<file path="src/rtl/mem_ctrl_pkg.sv">
// mem_ctrl_pkg: state encoding, lsb_size byte counts and IO window constants for mem_ctrl.
// MEM_CTRL_RR_EN selects round-robin arbitration instead of fixed LSB-first priority.
package mem_ctrl_pkg;
   localparam logic [1:0] IDLE  = 2'd0;
   localparam logic [1:0] IC_RD = 2'd1;
   localparam logic [1:0] LS_RD = 2'd2;
   localparam logic [1:0] LS_WR = 2'd3;
   localparam logic [1:0] SZ_B  = 2'd0;
   localparam logic [1:0] SZ_H  = 2'd1;
   localparam logic [31:0] IO_BASE = 32'h0003_0000;
   localparam logic [31:0] IO_SPAN = 32'd8;
`ifdef MEM_CTRL_RR_EN
   localparam bit RR_EN = 1'b1;
`else
   localparam bit RR_EN = 1'b0;
`endif
   // codes 2 and 3 both mean a 4-byte word
   function automatic logic [2:0] size_bytes(input logic [1:0] sz);
      return sz == SZ_B ? 3'd1 : sz == SZ_H ? 3'd2 : 3'd4;
   endfunction
endpackage

</file>
<file path="src/rtl/mem_ctrl_arb.sv">
// mem_ctrl_arb: IDLE-time grant between icache refill and LSB, masking a requester during its done cycle.
// MEM_CTRL_RR_EN: round-robin on ties; otherwise the LSB always wins.
module mem_ctrl_arb
   import mem_ctrl_pkg::*;
(
   input  logic clk_in,
   input  logic rst_in,
   input  logic rdy_in,
   input  logic idle,
   input  logic rob_clear,
   input  logic ic_req,
   input  logic ic_done,
   input  logic lsb_req,
   input  logic lsb_done,
   output logic gnt_ic,
   output logic gnt_lsb
);
   logic last_lsb_q, last_lsb_d, en, ic_v, lsb_v;
   always_comb begin
      en         = rdy_in && idle && !rob_clear;
      ic_v       = ic_req && !ic_done;
      lsb_v      = lsb_req && !lsb_done;
      gnt_lsb    = en && lsb_v && (!ic_v || !RR_EN || !last_lsb_q);
      gnt_ic     = en && ic_v && !gnt_lsb;
      last_lsb_d = gnt_lsb || (last_lsb_q && !gnt_ic);
   end
   always_ff @(posedge clk_in)
      if (rst_in) last_lsb_q <= 1'b0;
      else        last_lsb_q <= last_lsb_d;
endmodule

</file>
<file path="src/rtl/mem_ctrl.sv">
// mem_ctrl: byte-serial RAM port sequencer shared by icache refill and the load/store buffer.
// Arbitration mode is chosen by MEM_CTRL_RR_EN (see mem_ctrl_arb).
module mem_ctrl
   import mem_ctrl_pkg::*;
#(
   parameter int          LINE_BYTES = 16,
   parameter logic [31:0] IO_ADDR    = IO_BASE
) (
   input  logic                    clk_in,
   input  logic                    rst_in,
   input  logic                    rdy_in,
   input  logic [7:0]              mem_din,
   output logic [7:0]              mem_dout,
   output logic [31:0]             mem_a,
   output logic                    mem_wr,
   input  logic                    io_buffer_full,
   input  logic                    ic_req,
   input  logic [31:0]             ic_addr,
   output logic                    ic_done,
   output logic [LINE_BYTES*8-1:0] ic_data,
   input  logic                    lsb_req,
   input  logic                    lsb_we,
   input  logic [1:0]              lsb_size,
   input  logic [31:0]             lsb_addr,
   input  logic [31:0]             lsb_wdata,
   output logic                    lsb_done,
   output logic [31:0]             lsb_rdata,
   input  logic                    rob_clear
);
   localparam int CW = $clog2(LINE_BYTES) + 1;
   logic [1:0] state_q, state_d;
   logic [CW-1:0] cnt_q, cnt_d, n;
   logic [LINE_BYTES*8-1:0] buf_q, buf_d, ic_data_q, ic_data_d;
   logic [31:0] lsb_rdata_q, lsb_rdata_d, base, addr;
   logic ic_done_q, ic_done_d, lsb_done_q, lsb_done_d, gnt_ic, gnt_lsb, rd, stall;
   logic [7:0] wr_byte;

   mem_ctrl_arb u_arb (
      .clk_in   (clk_in),
      .rst_in   (rst_in),
      .rdy_in   (rdy_in),
      .idle     (state_q == IDLE),
      .rob_clear(rob_clear),
      .ic_req   (ic_req),
      .ic_done  (ic_done_q),
      .lsb_req  (lsb_req),
      .lsb_done (lsb_done_q),
      .gnt_ic   (gnt_ic),
      .gnt_lsb  (gnt_lsb)
   );

   always_comb begin
      base    = state_q == IC_RD ? ic_addr : lsb_addr;
      n       = state_q == IC_RD ? CW'(LINE_BYTES) : CW'(size_bytes(lsb_size));
      addr    = base + 32'(cnt_q);
      rd      = state_q == IC_RD || state_q == LS_RD;
      stall   = (addr - IO_ADDR) < IO_SPAN && io_buffer_full;
      wr_byte = 8'h00;
      for (int i = 0; i < 4; i++) if (cnt_q == CW'(i)) wr_byte = lsb_wdata[8*i +: 8];
      state_d    = state_q;
      cnt_d      = cnt_q;
      buf_d      = buf_q;
      ic_done_d  = 1'b0;
      lsb_done_d = 1'b0;
      if (gnt_ic || gnt_lsb) begin
         state_d = gnt_ic ? IC_RD : lsb_we ? LS_WR : LS_RD;
         buf_d   = '0;
      end else if (rd && rob_clear) begin
         state_d = IDLE;
         cnt_d   = '0;
      end else if (rd) begin
         // mem_din lags the address by one cycle, so count k stores byte k-1
         for (int i = 0; i < LINE_BYTES; i++) if (cnt_q == CW'(i + 1)) buf_d[8*i +: 8] = mem_din;
         cnt_d = cnt_q + 1'b1;
         if (cnt_q == n) begin
            state_d    = IDLE;
            cnt_d      = '0;
            ic_done_d  = state_q == IC_RD;
            lsb_done_d = state_q == LS_RD;
         end
      end else if (state_q == LS_WR && !stall) begin
         cnt_d = cnt_q + 1'b1;
         if (cnt_q == n - 1'b1) begin
            state_d    = IDLE;
            cnt_d      = '0;
            lsb_done_d = 1'b1;
         end
      end
      ic_data_d   = ic_done_d ? buf_d : ic_data_q;
      lsb_rdata_d = lsb_done_d && state_q == LS_RD ? buf_d[31:0] : lsb_rdata_q;
   end

   always_ff @(posedge clk_in)
      if (rst_in) begin
         state_q     <= IDLE;
         cnt_q       <= '0;
         buf_q       <= '0;
         ic_data_q   <= '0;
         lsb_rdata_q <= '0;
         ic_done_q   <= 1'b0;
         lsb_done_q  <= 1'b0;
      end else if (rdy_in) begin
         state_q     <= state_d;
         cnt_q       <= cnt_d;
         buf_q       <= buf_d;
         ic_data_q   <= ic_data_d;
         lsb_rdata_q <= lsb_rdata_d;
         ic_done_q   <= ic_done_d;
         lsb_done_q  <= lsb_done_d;
      end

   assign mem_a     = state_q == IDLE ? 32'h0 : addr;
   assign mem_dout  = state_q == LS_WR ? wr_byte : 8'h00;
   assign mem_wr    = rdy_in && state_q == LS_WR && !stall;
   assign ic_done   = ic_done_q;
   assign ic_data   = ic_data_q;
   assign lsb_done  = lsb_done_q;
   assign lsb_rdata = lsb_rdata_q;
endmodule

</file>
<file path="config.mk">
export PLATFORM = sky130hd
export DESIGN_NAME = mem_ctrl
export DESIGN_NICKNAME = d
export VERILOG_FILES = /design/src/rtl/mem_ctrl_pkg.sv /design/src/rtl/mem_ctrl_arb.sv /design/src/rtl/mem_ctrl.sv
export SDC_FILE = /design/constraint.sdc
export NUM_CORES = 1
export LEC_CHECK = 0
export CORE_ASPECT_RATIO = 1.2
export CORE_MARGIN = 1
export CORE_UTILIZATION = 51
export CTS_CLUSTER_SIZE = 40
export DETAILED_ROUTE_END_ITERATION = 12
export PLACE_DENSITY_LB_ADDON = 0.2
export SETUP_SLACK_MARGIN = 0.2
export SYNTH_ARGS = -nofsm -noshare
export SYNTH_HDL_FRONTEND = slang
export SYNTH_SLANG_ARGS = --single-unit
</file>
<file path="constraint.sdc">
create_clock -name clk_in -period 12.6 [get_ports clk_in]
set_clock_uncertainty 0.1 [all_clocks]
set_input_delay 1.89 -clock clk_in [delete_from_list [all_inputs] [get_ports clk_in]]
set_output_delay 1.89 -clock clk_in [all_outputs]
set_load 0.01 [all_outputs]
</file>
==> results of run 1 <==
-- metrics by stage --
step | cells | utilization, % | power (mW) | area (µm²) | setup slack [ns]
after global placement | 2497 | 63.2 | 1.73 | 18300 | 4.10
after global routing | 2553 | 67.0 | 2.79 | 19400 | 3.72
after detailed placement | 2497 | 63.2 | 1.74 | 18300 | 4.09
after CTS | 2551 | 67.0 | 2.70 | 19400 | 4.07
final | 2553 | 67.0 | 2.69 | 19400 | 4.07
after floorplan | 1932 | - | 1.44 | 15100 | 4.83
-- cell usage after synthesis (3+ instances only) --
master | number | share of area, %
xor2_1 | 18 | 1.0
nor3_1 | 19 | 0.63
dfxtp_1 | 297 | 39
a21oi_1 | 218 | 7.2
buf_8 | 3 | 0.30
a222oi_1 | 9 | 0.60
a21o_1 | 7 | 0.35
nand2b_1 | 7 | 0.29
nor2b_1 | 16 | 0.66
nor3b_1 | 5 | 0.25
clkinv_1 | 3 | 0.075
buf_2 | 11 | 0.37
o22ai_1 | 4 | 0.17
nand4_1 | 41 | 1.7
mux2_2 | 5 | 0.37
a211oi_1 | 28 | 1.4
clkbuf_1 | 130 | 3.2
or4_1 | 4 | 0.20
a21boi_0 | 3 | 0.15
o21ai_0 | 13 | 0.43
nand3b_1 | 8 | 0.40
nor2_1 | 253 | 6.3
and3_1 | 6 | 0.25
nand3_1 | 111 | 3.7
nand2_1 | 337 | 8.4
a311oi_1 | 25 | 1.5
mux2i_1 | 156 | 10
nand4b_1 | 4 | 0.23
buf_1 | 21 | 0.52
a32oi_1 | 27 | 1.6
inv_1 | 16 | 0.40
nor4_1 | 4 | 0.17
a22oi_1 | 4 | 0.20
o21ai_1 | 7 | 0.23
xnor2_1 | 19 | 1.1
o31ai_1 | 33 | 1.6
ha_1 | 15 | 1.2
-- metal layers --
metal / global-route usage [%] / up-vias
met5: 0 / -
met4: 12.8 / 0
met3: 3.22 / 119
met2: 55.3 / 624
met1: 37.6 / 7171
li1: - / 7209
-- state kept, by name, indices dropped and copies added, names as in the netlist --
signal	count
lsb_rdata	32
buf_q	128
state_q	2
ic_data	128
ic_done	1
cnt_q	5
lsb_done	1
-- cell families (layout without fill, tap and decap cells) --
group	after synthesis	after routing	synth area share, %
xor+xnor	37	37	2.15
flops	297	297	39.5
buf+inv	186	420	5.05
other cells	0	2	0
mux	161	161	10.7
compound gates	400	400	16.9
fa+ha+maj	16	16	1.38
simple gates	835	835	24.3
-- report_power, final --
group / switching [mW] / total [mW] / internal [mW]
clock network: 0.381 / 0.967 / 0.585
logic: 0.475 / 0.771 / 0.296
registers: 0.0105 / 0.957 / 0.946
total: 0.867 / 2.69 / 1.83
-- layout make-up --
class / count / share of cell area (%)
Antenna cell: 2 / 0.0258
Clock buffer: 38 / 4.23
Clock inverter: 16 / 1.36
Inverter: 19 / 0.368
Multi-Input combinational cell: 1449 / 43.3
Sequential cell: 297 / 30.7
Tap cell: 385 / 2.49
Timing Repair Buffer: 347 / 17.5
-- critical path, cell delays in order --
cell and delay (ns):
clkdlybuf4s50_1 0.39, mux2_2 0.28, ha_1 0.21, fa_1 0.43, a211oi_1 0.31, o21bai_1 0.25, a211oi_1 0.23, a21oi_1 0.07
a2bb2oi_1 0.17, or3b_2 0.43, or4_1 0.40, or4_4 0.46, a211oi_1 0.40, nor2_1 0.09, clkdlybuf4s50_1 0.53
-- worst max path at each step --
stage                            from  endpoint  slack, ns  depth (start not counted)
after floorplan            state_q[1]    mem_wr       4.83                         22
after global placement     ic_addr[0]    mem_wr       4.10                         15
after detailed placement  lsb_addr[0]    mem_wr       4.09                         15
after CTS                  state_q[1]    mem_wr       4.07                         17
after global routing       state_q[0]    mem_wr       3.72                         16
final                      ic_addr[0]    mem_wr       4.07                         15
-- placed cells by master, fill, tap and decap left out, types with 8 or more instances in the layout --
cell type,n
xnor2_1,19
a211oi_1,28
a222oi_1,9
nand2_1,337
buf_4,31
xor2_1,18
nor2_1,252
a311oi_1,25
nor3_1,17
a21oi_1,218
nand3b_1,8
inv_1,16
nand3_1,111
o21ai_0,13
nor2b_1,16
ha_1,14
dfxtp_1,297
nand4_1,41
clkdlybuf4s50_1,314
clkbuf_16,30
a32oi_1,27
mux2i_1,156
o31ai_1,33
==> flow_summary.ini, run 1 <==
[outcome]
status = finished clean

[setup_path]
crit-reg2reg-launch = state_q[1]
cp-start-kind = primary input
cp-end-kind = primary output
regToRegSetupSlack_ns = 6.43
worstPathArrival_ns = 6.54
path_max_fanout = 7
worst_ep_required_time_ns = 10.61
ff2ff_path_depth = 18
rr_endpoint = cnt_q[1]
critPathKind = primary input to primary output

[clock_tree]
clk_latency_ns = 0.58
clockRootBuffer = clkbuf_16
cts.sinks = 297
clock_path_buffers = 3
cts_hold_buf = 0
cts_resized = 0
postCtsSetupRepairBufs = 0
cts_buffers = 30
cts_max_level = 1
tritoncts = done
path_clk_slew_ns = 0.06

[drt]
drtAntennaViolNets = 0
top_layer_used = met4
drt_first_pass_iters = 8
wl_met1_um = 19500
dr_wl_met3_um = 3000
routed_wl_um = 48200
via_count = 15100
wl_per_cell_um = 18.9
drt_iter0_markers = 1155
via_per_inst = 5.92
wl_met2_um = 23900
drc = 0

[yosys]
synth_edf_count = 0
synthArstFlopShare_pct = 0
yosys.cell_types.count = 71
syn_area_mm2 = 0.0151
postSynthNetCount = 2062
ys.flop_type = dfxtp_1
synthCells = 1932
ys_seq_elements = 297
syn_avg_cell_area_um2 = 7.79
ys_warn_count = 0
yosysSeqAreaShare_pct = 39.5

[layout]
nets = 2274
multi_input_comb_area_mm2 = 0.00839
final_layout_size_suffix_gt1_share_pct = 5.08
area_growth_pct = 28.7
seqCellArea_mm2 = 0.00595
fill_cells = 2433

[hold_path]
min_path_type = flop to flop
hold_depth = 2
hp-start = ic_data[84]
holdPathEnd = ic_data[84]

[sta]
finalSetupViolCount = 0
slew_headroom_pct = 25.5
whs_ns = 0.353
fin_crit_ns = 8.53
fin_crit_sh_pct = 67.7
fmax_ghz = 0.117
final_hold_viol_count = 0
worst_pin_slew_ns = 1.12
maxSlewViolCount = 0
rsz0062_at_grt = false
finalSetupTns_ns = 0

[floorplan]
io_pins = 317
die_area_mm2 = 0.0302
die_y_um = 190
start_util_pct = 52.1
fp.dieW_um = 159
std_cell_rows = 68
core-area_mm2 = 0.0289

[place]
gp_congestion = 0.927
dp_hpwl_um = 31700
io_buffers = 316

[global_route]
grt_max_degree = 116
first_global_vias = 14300
grt_pass1_wl_um = 76200
gr-total-overflow = 0
gr-usage-all-layers_pct = 30.8
antenna_found_initial = 2

[flow_run]
drv_cap = 0

[power]
ir_drop_uv = 110
power_per_cell_area_mw_per_mm2 = 139
cellLeakagePower_nw = 6.86
Power figures use the tool's default switching activity.
==> run 2: changes to the inputs <==
==> constraint.sdc (replaced) <==
create_clock -name clk_in -period 8.5 [get_ports clk_in]
set_clock_uncertainty 0.1 [all_clocks]
set_input_delay 1.275 -clock clk_in [delete_from_list [all_inputs] [get_ports clk_in]]
set_output_delay 1.275 -clock clk_in [all_outputs]
set_load 0.01 [all_outputs]
==> run 2 against run 1 <==
Effect of this change:
- register-to-register slack lost 3.6 ns
- routed wire length is 0.34% higher
- final cell count barely moved
- worst hold slack got worse by 0.0019 ns
- first-iteration DRC count rose by 2.6%
- global-route usage fell by 0.11 points
- power up 44%
- largest cell class unchanged
- flip-flop and latch count unchanged
- non-clock buffer count unchanged
==> flow_summary.ini, run 2 (synthesis results as in run 1) <==
[floorplan]
fp.dieW_um = 159
io_pins = 317
die_area_mm2 = 0.0302
start_util_pct = 52.1
core-area_mm2 = 0.0289
die_y_um = 190
std_cell_rows = 68

[drt]
via_count = 15200
drt_iter0_markers = 1185
routed_wl_um = 48400
drtAntennaViolNets = 0
via_per_inst = 5.94
drc = 0
wl_per_cell_um = 19.0
drt_first_pass_iters = 9

[setup_path]
path_max_fanout = 27
worst_ep_required_time_ns = 7.12
critPathKind = flop to primary output
regToRegSetupSlack_ns = 2.86
worstPathArrival_ns = 6.03
crit_path_end = mem_wr
cp-end-kind = primary output
rr_endpoint = cnt_q[1]
cp-start-kind = flop
ff2ff_path_depth = 17
cp-startpoint = state_q[1]
crit-reg2reg-launch = state_q[1]

[clock_tree]
cts_resized = 0
cts_max_level = 1
clock_path_buffers = 3
path_clk_slew_ns = 0.06
clockRootBuffer = clkbuf_16
cts_hold_buf = 0
cts_buffers = 29
clk_latency_ns = 0.57
tritoncts = done
cts.sinks = 297
postCtsSetupRepairBufs = 0

[global_route]
grt_pass1_wl_um = 76000
gr-usage-all-layers_pct = 30.7
first_global_vias = 14300
antenna_found_initial = 3
gr-total-overflow = 0
grt_max_degree = 116

[sta]
fmax_ghz = 0.135
fin_crit_ns = 7.40
layout_setup_ws_ns = 1.10
finalSetupTns_ns = 0
final_hold_viol_count = 0
maxSlewViolCount = 0
slew_headroom_pct = 25.1
whs_ns = 0.351
fin_crit_sh_pct = 87.1
worst_pin_slew_ns = 1.12
rsz0062_at_grt = false
finalSetupViolCount = 0

[place]
gp_congestion = 0.935
io_buffers = 316
dp_hpwl_um = 31800
dp.cells = 2497
dp_slack_ns = 1.21

[power]
switchingPower_mw = 1.27
power_frac_clock_pct = 33.8
cellLeakagePower_nw = 6.81
intPower_mw = 2.60
swShare_pct = 32.9
power_per_cell_area_mw_per_mm2 = 201
p_comb_share_pct = 29.5
pwr-share-seq_pct = 36.6
ir_drop_uv = 169

[layout]
nets = 2273
area_growth_pct = 28.0
utilization_pct = 66.6
final_cell_mix = nand2_1, clkdlybuf4s50_1, dfxtp_1, nor2_1, a21oi_1
final_layout_size_suffix_gt1_share_pct = 5.04
layoutNonFillerInstCount = 2552
final_common_cell = nand2_1

[outcome]
status = finished clean

[flow_run]
drv_cap = 0

[hold_path]
min_path_type = flop to flop
==> run 2: power by group through the flow <==
stage	clock network (mW)	logic (mW)	registers (mW)
floorplan	0	0.696	1.45
global placement	0	1.12	1.45
detailed placement	0	1.12	1.45
CTS	1.33	1.13	1.42
global route	1.39	1.22	1.42
finish	1.31	1.14	1.42
==> run 2: per-layer routing <==
metal  global-route usage [%]  wire length, µm  up-vias
met1                     37.7            19600     7199
met3                     3.70             3140      132
met4                     14.6             2230        0
met5                        0                0        -
met2                     53.5            23500      640
li1                         -                -     7200
==> run 2: how the worst min path moves through the flow <==
stage,endpoint,start,depth (start not counted)
2_1_floorplan,buf_q[112],buf_q[112],2
3_3_place_gp,ic_data[68],ic_data[68],2
3_5_place_dp,ic_data[59],ic_data[59],2
4_1_cts,ic_data[59],ic_data[59],2
5_1_grt,ic_data[59],ic_data[59],2
6_report,ic_data[59],ic_data[59],2
==> run 2: worst max-delay path, stage by stage, from the launching register on <==
cell             delay [ns]
dfxtp_1                0.35
inv_1                  0.12
ha_2                   0.59
mux2_2                 0.42
ha_1                   0.21
fa_1                   0.42
a211oi_1               0.29
o21bai_1               0.25
a211oi_1               0.24
a21oi_1                0.07
a2bb2oi_1              0.17
or3b_2                 0.44
or4_1                  0.41
or4_4                  0.47
a211oi_1               0.40
nor2_1                 0.10
clkdlybuf4s50_1        0.53
==> run 2: metrics by stage <==
step	area (µm²)	power (mW)
after floorplan	15100	2.14
after global placement	18300	2.57
after detailed placement	18300	2.57
after CTS	19300	3.87
after global routing	19300	4.02
final	19300	3.87
==> run 2: area by class of cell <==
cell class / instances / area [µm²]
Antenna cell: 3 / 7.51
Inverter: 19 / 71.3
Fill cell: 2492 / 9650
Clock inverter: 12 / 128
Sequential cell: 297 / 5950
Timing Repair Buffer: 347 / 3400
Clock buffer: 40 / 847
Multi-Input combinational cell: 1449 / 8390
Tap cell: 385 / 482
